### config.mk
export PLATFORM = sky130hd
export DESIGN_NAME = paddle_mover_flat
export DESIGN_NICKNAME = d
export VERILOG_FILES = /design/src/rtl/paddle_mover_pkg.sv /design/src/rtl/paddle_mover_if.sv /design/src/rtl/paddle_mover_unit.sv /design/src/rtl/paddle_mover.sv /design/src/flat_wrapper.sv
export SDC_FILE = /design/constraint.sdc
export NUM_CORES = 1
export LEC_CHECK = 0
export CAP_MARGIN = 10
export CORE_ASPECT_RATIO = 1.5
export CORE_UTILIZATION = 55
export CTS_BUF_LIST = sky130_fd_sc_hd__clkbuf_4 sky130_fd_sc_hd__clkbuf_8
export CTS_CLUSTER_DIAMETER = 150
export CTS_CLUSTER_SIZE = 24
export DETAILED_ROUTE_END_ITERATION = 8
export GPL_ROUTABILITY_DRIVEN = 0
export PLACE_DENSITY = 0.89
export REMOVE_ABC_BUFFERS = 1
export SLEW_MARGIN = 0
export SYNTH_ARGS = -nofsm -noshare
export SYNTH_HDL_FRONTEND = slang
export SYNTH_HIERARCHICAL = 1
export SYNTH_SLANG_ARGS = --single-unit
### constraint.sdc
create_clock -name clk -period 3.7 [get_ports clk]
set_input_delay 0.37 -clock clk [delete_from_list [all_inputs] [get_ports clk]]
set_output_delay 0.37 -clock clk [all_outputs]
set_load 0.02 [all_outputs]
### src/rtl/paddle_mover_pkg.sv
// rtl/paddle_mover_pkg.sv - rink geometry, paddle timing constants and step/clamp helpers
package paddle_mover_pkg;

   localparam int MID_X        = 464;
   localparam int X_LO         = 234;
   localparam int X_HI         = 694;
   localparam int Y_LO         = 111;
   localparam int Y_HI         = 431;
   localparam int PAD_R        = 16;
   localparam int HOME1_X      = 300;
   localparam int HOME2_X      = 628;
   localparam int HOME_Y       = 271;
   localparam int SPD_MIN      = 2;
   localparam int SPD_MAX      = 6;
   localparam int RAMP_TICKS   = 8;
   localparam int FREEZE_TICKS = 30;

   localparam int X1_MIN = X_LO + PAD_R;
   localparam int X1_MAX = MID_X - PAD_R;
   localparam int X2_MIN = MID_X + PAD_R;
   localparam int X2_MAX = X_HI - PAD_R;
   localparam logic signed [10:0] Y_MIN_S = 11'(Y_LO + PAD_R);
   localparam logic signed [10:0] Y_MAX_S = 11'(Y_HI - PAD_R);

   typedef enum logic {
      PLAY   = 1'b0,
      FREEZE = 1'b1
   } state_e;

   // +1 when only pos is pressed, -1 when only neg is pressed, else 0
   function automatic logic signed [1:0] axis_dir(input logic pos, input logic neg);
      logic signed [1:0] d;
      d = 2'sd0;
      if (pos && !neg) d = 2'sd1;
      else if (neg && !pos) d = -2'sd1;
      return d;
   endfunction

   function automatic logic [9:0] step_clamp(input logic [9:0] cur,
                                              input logic signed [1:0] dir,
                                              input logic [2:0] spd,
                                              input logic signed [10:0] lo,
                                              input logic signed [10:0] hi);
      logic signed [10:0] step;
      logic signed [10:0] nxt;
      logic [9:0]         res;
      step = 11'sd0;
      if (dir == 2'sd1) step = $signed({8'd0, spd});
      else if (dir == -2'sd1) step = -$signed({8'd0, spd});
      nxt = $signed({1'b0, cur}) + step;
      if (nxt < lo) res = lo[9:0];
      else if (nxt > hi) res = hi[9:0];
      else res = nxt[9:0];
      return res;
   endfunction

endpackage

### src/rtl/paddle_mover_if.sv
// rtl/paddle_mover_if.sv - button/goal inputs and paddle position outputs of the paddle mover
interface paddle_mover_if;
   logic       prev_clk_cursor;
   logic       clk_cursor;
   logic       btn1_up, btn1_dn, btn1_lt, btn1_rt;
   logic       btn2_up, btn2_dn, btn2_lt, btn2_rt;
   logic       collide1, collide2;
   logic [9:0] ball1_x, ball1_y;
   logic [9:0] ball2_x, ball2_y;
   logic       frozen;

   modport master (
      output prev_clk_cursor, clk_cursor,
      output btn1_up, btn1_dn, btn1_lt, btn1_rt,
      output btn2_up, btn2_dn, btn2_lt, btn2_rt,
      output collide1, collide2,
      input  ball1_x, ball1_y, ball2_x, ball2_y, frozen
   );

   modport slave (
      input  prev_clk_cursor, clk_cursor,
      input  btn1_up, btn1_dn, btn1_lt, btn1_rt,
      input  btn2_up, btn2_dn, btn2_lt, btn2_rt,
      input  collide1, collide2,
      output ball1_x, ball1_y, ball2_x, ball2_y, frozen
   );
endinterface

### src/rtl/paddle_mover_unit.sv
// rtl/paddle_mover_unit.sv - one paddle: button synchronisers, axis decode, speed ramp, clamped position
module paddle_unit
   import paddle_mover_pkg::*;
#(
   parameter int XMIN   = X1_MIN,
   parameter int XMAX   = X1_MAX,
   parameter int HOME_X = HOME1_X
) (
   input  logic       clk,
   input  logic       clr,
   input  logic       tick_i,
   input  logic       home_load_i,
   input  logic       move_en_i,
   input  logic       btn_up_i,
   input  logic       btn_dn_i,
   input  logic       btn_lt_i,
   input  logic       btn_rt_i,
   output logic [9:0] x_o,
   output logic [9:0] y_o
);

   localparam logic signed [10:0] XMIN_S    = 11'(XMIN);
   localparam logic signed [10:0] XMAX_S    = 11'(XMAX);
   localparam logic [9:0]         HOME_X_C  = 10'(HOME_X);
   localparam logic [9:0]         HOME_Y_C  = 10'(HOME_Y);
   localparam logic [2:0]         SPD_MIN_C = 3'(SPD_MIN);
   localparam logic [2:0]         SPD_MAX_C = 3'(SPD_MAX);
   localparam logic [2:0]         HOLD_LAST = 3'(RAMP_TICKS - 1);

   // bit order {up, dn, lt, rt}
   logic [3:0] sync1_q, sync2_q;
   logic [9:0] x_q, x_d, y_q, y_d;
   logic [2:0] spd_q, spd_d;
   logic [2:0] hold_q, hold_d;
   logic signed [1:0] dir_x, dir_y;
   logic held;

   always_ff @(posedge clk or posedge clr) begin
      if (clr) begin
         sync1_q <= 4'd0;
         sync2_q <= 4'd0;
      end else begin
         sync1_q <= {btn_up_i, btn_dn_i, btn_lt_i, btn_rt_i};
         sync2_q <= sync1_q;
      end
   end

   assign dir_x = axis_dir(sync2_q[0], sync2_q[1]);
   assign dir_y = axis_dir(sync2_q[2], sync2_q[3]);
   assign held  = (dir_x != 2'sd0) || (dir_y != 2'sd0);

   always_comb begin
      x_d    = x_q;
      y_d    = y_q;
      spd_d  = spd_q;
      hold_d = hold_q;
      if (tick_i) begin
         if (home_load_i) begin
            x_d    = HOME_X_C;
            y_d    = HOME_Y_C;
            spd_d  = SPD_MIN_C;
            hold_d = 3'd0;
         end else if (move_en_i) begin
            if (held) begin
               // move with the speed in force before this tick, then advance the ramp
               x_d = step_clamp(x_q, dir_x, spd_q, XMIN_S, XMAX_S);
               y_d = step_clamp(y_q, dir_y, spd_q, Y_MIN_S, Y_MAX_S);
               if (hold_q == HOLD_LAST) begin
                  hold_d = 3'd0;
                  if (spd_q < SPD_MAX_C) spd_d = spd_q + 3'd1;
               end else begin
                  hold_d = hold_q + 3'd1;
               end
            end else begin
               spd_d  = SPD_MIN_C;
               hold_d = 3'd0;
            end
         end
      end
   end

   always_ff @(posedge clk or posedge clr) begin
      if (clr) begin
         x_q    <= HOME_X_C;
         y_q    <= HOME_Y_C;
         spd_q  <= SPD_MIN_C;
         hold_q <= 3'd0;
      end else begin
         x_q    <= x_d;
         y_q    <= y_d;
         spd_q  <= spd_d;
         hold_q <= hold_d;
      end
   end

   assign x_o = x_q;
   assign y_o = y_q;

endmodule

### src/rtl/paddle_mover.sv
// rtl/paddle_mover.sv - top: game tick detect, PLAY/FREEZE state machine, two paddle units
module paddle_mover
   import paddle_mover_pkg::*;
(
   input logic          clk,
   input logic          clr,
   paddle_mover_if.slave bus
);

   localparam logic [4:0] FREEZE_LAST = 5'(FREEZE_TICKS - 1);

   state_e     state_q, state_d;
   logic [4:0] frz_cnt_q, frz_cnt_d;
   logic       tick, goal, home_load, move_en;

   assign tick = !bus.prev_clk_cursor && bus.clk_cursor;
   assign goal = bus.collide1 || bus.collide2;

   always_comb begin
      state_d   = state_q;
      frz_cnt_d = frz_cnt_q;
      home_load = 1'b0;
      if (tick) begin
         case (state_q)
            PLAY: begin
               if (goal) begin
                  home_load = 1'b1;
                  frz_cnt_d = 5'd0;
                  state_d   = FREEZE;
               end
            end
            FREEZE: begin
               if (goal) begin
                  frz_cnt_d = 5'd0;
               end else if (frz_cnt_q == FREEZE_LAST) begin
                  frz_cnt_d = 5'd0;
                  state_d   = PLAY;
               end else begin
                  frz_cnt_d = frz_cnt_q + 5'd1;
               end
            end
            default: state_d = PLAY;
         endcase
      end
   end

   always_ff @(posedge clk or posedge clr) begin
      if (clr) begin
         state_q   <= PLAY;
         frz_cnt_q <= 5'd0;
      end else begin
         state_q   <= state_d;
         frz_cnt_q <= frz_cnt_d;
      end
   end

   assign move_en    = (state_q == PLAY);
   assign bus.frozen = (state_q == FREEZE);

   paddle_unit #(.XMIN(X1_MIN), .XMAX(X1_MAX), .HOME_X(HOME1_X)) u_pad1 (
      .clk        (clk),
      .clr        (clr),
      .tick_i     (tick),
      .home_load_i(home_load),
      .move_en_i  (move_en),
      .btn_up_i   (bus.btn1_up),
      .btn_dn_i   (bus.btn1_dn),
      .btn_lt_i   (bus.btn1_lt),
      .btn_rt_i   (bus.btn1_rt),
      .x_o        (bus.ball1_x),
      .y_o        (bus.ball1_y)
   );

   paddle_unit #(.XMIN(X2_MIN), .XMAX(X2_MAX), .HOME_X(HOME2_X)) u_pad2 (
      .clk        (clk),
      .clr        (clr),
      .tick_i     (tick),
      .home_load_i(home_load),
      .move_en_i  (move_en),
      .btn_up_i   (bus.btn2_up),
      .btn_dn_i   (bus.btn2_dn),
      .btn_lt_i   (bus.btn2_lt),
      .btn_rt_i   (bus.btn2_rt),
      .x_o        (bus.ball2_x),
      .y_o        (bus.ball2_y)
   );

endmodule

### src/flat_wrapper.sv
// flat-port wrapper written by rule: the top's interface ports become plain ports
module paddle_mover_flat import paddle_mover_pkg::*;
  (clk, clr, bus_prev_clk_cursor, bus_clk_cursor, bus_btn1_up, bus_btn1_dn, bus_btn1_lt, bus_btn1_rt, bus_btn2_up, bus_btn2_dn, bus_btn2_lt, bus_btn2_rt, bus_collide1, bus_collide2, bus_ball1_x, bus_ball1_y, bus_ball2_x, bus_ball2_y, bus_frozen);
  paddle_mover_if bus_i ();
  input logic clk;
  input logic clr;
  input wire logic [$bits(bus_i.prev_clk_cursor)-1:0] bus_prev_clk_cursor;
  input wire logic [$bits(bus_i.clk_cursor)-1:0] bus_clk_cursor;
  input wire logic [$bits(bus_i.btn1_up)-1:0] bus_btn1_up;
  input wire logic [$bits(bus_i.btn1_dn)-1:0] bus_btn1_dn;
  input wire logic [$bits(bus_i.btn1_lt)-1:0] bus_btn1_lt;
  input wire logic [$bits(bus_i.btn1_rt)-1:0] bus_btn1_rt;
  input wire logic [$bits(bus_i.btn2_up)-1:0] bus_btn2_up;
  input wire logic [$bits(bus_i.btn2_dn)-1:0] bus_btn2_dn;
  input wire logic [$bits(bus_i.btn2_lt)-1:0] bus_btn2_lt;
  input wire logic [$bits(bus_i.btn2_rt)-1:0] bus_btn2_rt;
  input wire logic [$bits(bus_i.collide1)-1:0] bus_collide1;
  input wire logic [$bits(bus_i.collide2)-1:0] bus_collide2;
  output wire logic [$bits(bus_i.ball1_x)-1:0] bus_ball1_x;
  output wire logic [$bits(bus_i.ball1_y)-1:0] bus_ball1_y;
  output wire logic [$bits(bus_i.ball2_x)-1:0] bus_ball2_x;
  output wire logic [$bits(bus_i.ball2_y)-1:0] bus_ball2_y;
  output wire logic [$bits(bus_i.frozen)-1:0] bus_frozen;
  assign bus_i.prev_clk_cursor = bus_prev_clk_cursor;
  assign bus_i.clk_cursor = bus_clk_cursor;
  assign bus_i.btn1_up = bus_btn1_up;
  assign bus_i.btn1_dn = bus_btn1_dn;
  assign bus_i.btn1_lt = bus_btn1_lt;
  assign bus_i.btn1_rt = bus_btn1_rt;
  assign bus_i.btn2_up = bus_btn2_up;
  assign bus_i.btn2_dn = bus_btn2_dn;
  assign bus_i.btn2_lt = bus_btn2_lt;
  assign bus_i.btn2_rt = bus_btn2_rt;
  assign bus_i.collide1 = bus_collide1;
  assign bus_i.collide2 = bus_collide2;
  assign bus_ball1_x = bus_i.ball1_x;
  assign bus_ball1_y = bus_i.ball1_y;
  assign bus_ball2_x = bus_i.ball2_x;
  assign bus_ball2_y = bus_i.ball2_y;
  assign bus_frozen = bus_i.frozen;
  paddle_mover u_core (.clk(clk), .clr(clr), .bus(bus_i));
endmodule
==> impl_metrics.env <==
export IMPL_crit_path_max_fanout=4
export IMPL_wire_per_inst_um=18.6
export IMPL_cp_slowest_cell="dfrtp_1"
export IMPL_worstRegToRegCells=14
export IMPL_initial_utilization=0.568
export IMPL_ys_seq_area_frac=0.312
export IMPL_routed_wl_um=16700
export IMPL_path_class="reg -> reg"
export IMPL_ys_ff_latch=74
export IMPL_powerDensity_nw_per_um2=594
export IMPL_dp_hpwl_um=11800
export IMPL_skew_ps=13.5
export IMPL_synth_most_common_cell="nor2_1"
export IMPL_slowest_delay_ps=450
export IMPL_startpoint_type="flop"
export IMPL_syn_avg_cell_area_um2=9.02
export IMPL_clk_pin_slew_worst_paths_ps=90
export IMPL_postSynth_asyncResetShare=1.00
export IMPL_yosys_area_top_type="dfrtp_1"
export IMPL_htree_levels=3
export IMPL_syn_inst=667
export IMPL_portBuffers=54
export IMPL_die_x_um=87.4
export IMPL_cp_common_cell="o21a_1"
export IMPL_status="finished with violations"
export IMPL_dr_wl_met3_um=888
export IMPL_antenna_found_initial=0
export IMPL_p_leak_nw=3.07
export IMPL_fmax_ghz=0.268
export IMPL_grt_pass1_wl_um=25600
export IMPL_routedLengthMet1_um=6120
export IMPL_ys_warn_count=6
export IMPL_worstMarginPinSlew_ps=921
export IMPL_design_portCount=55
export IMPL_via_per_inst=6.48
export IMPL_drive_gt1_frac=0.173
export IMPL_die_area_um2=11400
export IMPL_cts_root_buffer="clkbuf_8"
export IMPL_cp_arrival_ps=3990
export IMPL_violations="negative setup slack"
export IMPL_finalInstanceArea_um2=7260
export IMPL_yosys_top_cells_count="nor2_1 (64), dfrtp_1 (53), ha_1 (51), nand2_1 (45), o21ai_0 (40)"
export IMPL_highest_layer="met4"
export IMPL_slew_viol_final=0
export IMPL_rsz0062_at_grt="yes"
export IMPL_finalCriticalPeriod_ps=3730
export IMPL_synth_area_leaders="dfrtp_1 (22%), ha_1 (11%), dfstp_2 (9.2%), nor2_1 (4.0%), xnor2_1 (3.3%)"
export IMPL_place_area_um2=6850
export IMPL_dr_first_iter_drc_count=409
export IMPL_required_ps=3960
export IMPL_finalCritPeriodShare=1.01
export IMPL_min_path_type="in -> async"
export IMPL_clk_path_buf_depth=2
export IMPL_grtUsageTotal=0.284
export IMPL_crit_chain="inv_1 > ha_2 > and2b_2 > buf_4 > a22o_2 > ha_4 > a211oi_2 > o21bai_1 > maj3_1 > xnor2_1 > o21a_1 > o21a_1 > or2_4 > a32o_2"
export IMPL_power_mw=4.31
export IMPL_grt_max_degree=35
export IMPL_synth_top_area_frac=0.221
export IMPL_cts_buffers=9
export IMPL_syn_area_um2=6010
export IMPL_cts_sinks=74
export IMPL_dr_pass1_iters=6
export IMPL_vdd_drop_max_mv=0.417
export IMPL_clk_insertion_delay_late_ps=360
export IMPL_place_ws_ps=-12.9
export IMPL_synth_edff_count=0
export IMPL_diodes=0
export IMPL_via_count=5798
export IMPL_synth_distinct_cells=91
export IMPL_nets=815
export IMPL_wl_met2_um=8790
export IMPL_design_core_area_um2=10600
export IMPL_grt_overflow=0
export IMPL_setup_violations=2
export IMPL_die_y_um=130
export IMPL_setup_ws_ps=-26.9
export IMPL_cap_violations=0
export IMPL_syn_to_final_growth_pct=20.7
export IMPL_hold_viol=0
export IMPL_cts_tree="built"
export IMPL_postRouteAntennaNets=0
export IMPL_rows=46
export IMPL_slew_headroom=0.382
export IMPL_drcViolationCount=0
export IMPL_grt_pass1_vias=5699
export IMPL_synth_ff_type="dfrtp_1"
export IMPL_endpoint_kind="flop"
worst max-delay path, delay by kind of cell (launching register included):
| family | cells | cell delay (ps) |
|---|---|---|
| compound gates | 6 | 1450 |
| flops | 1 | 450 |
| buf+inv | 2 | 210 |
| xor+xnor | 1 | 190 |
| fa+ha+maj | 3 | 810 |
| simple gates | 2 | 490 |
path summary, 6_finish.rpt:
check	to	startpoint	slack (ps)
worst max-delay path	u_core/u_pad2/x_o[0]$_DFFE_PP0P_	u_core/u_pad2/sync2_q[0]$_DFF_PP0_	-30
worst min-delay path	u_core/frz_cnt_q[2]$_DFFE_PP0P_	clr	300
worst max register to register	u_core/u_pad2/x_o[0]$_DFFE_PP0P_	u_core/u_pad2/sync2_q[0]$_DFF_PP0_	-30
worst min register to register	u_core/u_pad1/sync2_q[3]$_DFF_PP0_	u_core/u_pad1/sync1_q[3]$_DFF_PP0_	350
max in group asynchronous	u_core/u_pad2/y_o[2]$_DFFE_PP1P_	clr	2650
min in group clk	u_core/u_pad1/sync2_q[3]$_DFF_PP0_	u_core/u_pad1/sync1_q[3]$_DFF_PP0_	350
what timing repair did:
action	CTS	global route
setup buffers	0	6
endpoints found under the setup margin	6	23
pin swaps	0	8
resized for setup	4	27
hold endpoints to repair	0	0
hold buffers	0	0
routing by layer:
layer  GRT usage  vias up
met5           0        -
met4       0.174        0
met3      0.0462       83
met2       0.528      293
met1       0.292     2769
li1            -     2653
cells in the final DEF, fill, tap and decap left out, types with 4 or more instances in the layout:
cell type	Yosys	final
o22ai_1	5	5
mux2i_1	5	5
xor2_1	10	10
clkbuf_8	0	10
o21a_1	10	10
ha_1	51	46
o21ai_1	5	7
o22a_1	5	5
a211oi_2	2	5
a21o_1	5	5
and3_1	4	4
a31oi_1	11	10
nand2_1	45	45
a22o_1	10	10
or3_1	4	4
a211o_1	5	5
inv_1	39	38
buf_4	1	37
o21ai_0	40	38
o2111ai_1	7	6
nand2b_1	5	5
nor3_1	15	15
and2_1	10	10
nand4_1	7	7
nor4_1	5	5
nor3b_1	4	4
clkdlybuf4s50_1	0	54
o31ai_1	6	5
dfrtp_1	53	53
o211ai_1	7	7
nor2_1	64	63
or3b_1	4	4
o32a_1	6	6
a21oi_1	37	36
nand3_1	16	16
xnor2_1	23	23
dfstp_2	21	21
o21bai_1	7	7
final cells by class:
class	instances	area [µm²]
fillers	778	3330
well taps	144	180
flip-flops and latches	74	1880
clock inverters	6	71.3
repair buffers	91	818
inverters	39	146
clock buffers	10	138
multi-input cells	531	4020
kinds of logic (layout without fill, tap and decap cells):
kind of cell,Yosys count,after routing,share of synthesized area
muxes,6,6,0.0102
DFF,74,74,0.312
xor gates and xnor gates,35,35,0.0556
adders and majority gates,58,58,0.124
buffers and inverters,62,146,0.0439
AOI/OAI and AO/OA,220,220,0.269
and+or+nand+nor,212,212,0.185
sequential cells by signal, indices dropped and copies added, names as in the netlist, 4 cells and up:
signal                 flops
u_core/u_pad2/sync2_q      4
u_core/frz_cnt_q           5
u_core/u_pad2/y_o         10
u_core/u_pad1/sync1_q      4
u_core/u_pad1/x_o         10
u_core/u_pad2/x_o         10
u_core/u_pad2/sync1_q      4
u_core/u_pad1/sync2_q      4
u_core/u_pad1/y_o         10
metrics by stage:
stage	util	cells	TNS [ps]	hold WS (ps)
after CTS	0.668	889	0	295
after detailed placement	0.647	873	-15.0	335
after floorplan	-	644	0	161
after global placement	0.647	873	0	333
final	0.685	895	-36.0	296
after global routing	0.685	895	-716	307
where the power goes:
| part | internal (mW) | switching, mW |
|---|---|---|
| Combinational | 1.07 | 1.31 |
| Clock | 0.336 | 0.331 |
| Sequential | 1.02 | 0.240 |
| Total | 2.43 | 1.88 |
Note: power is estimated with default switching activity, not from simulation.
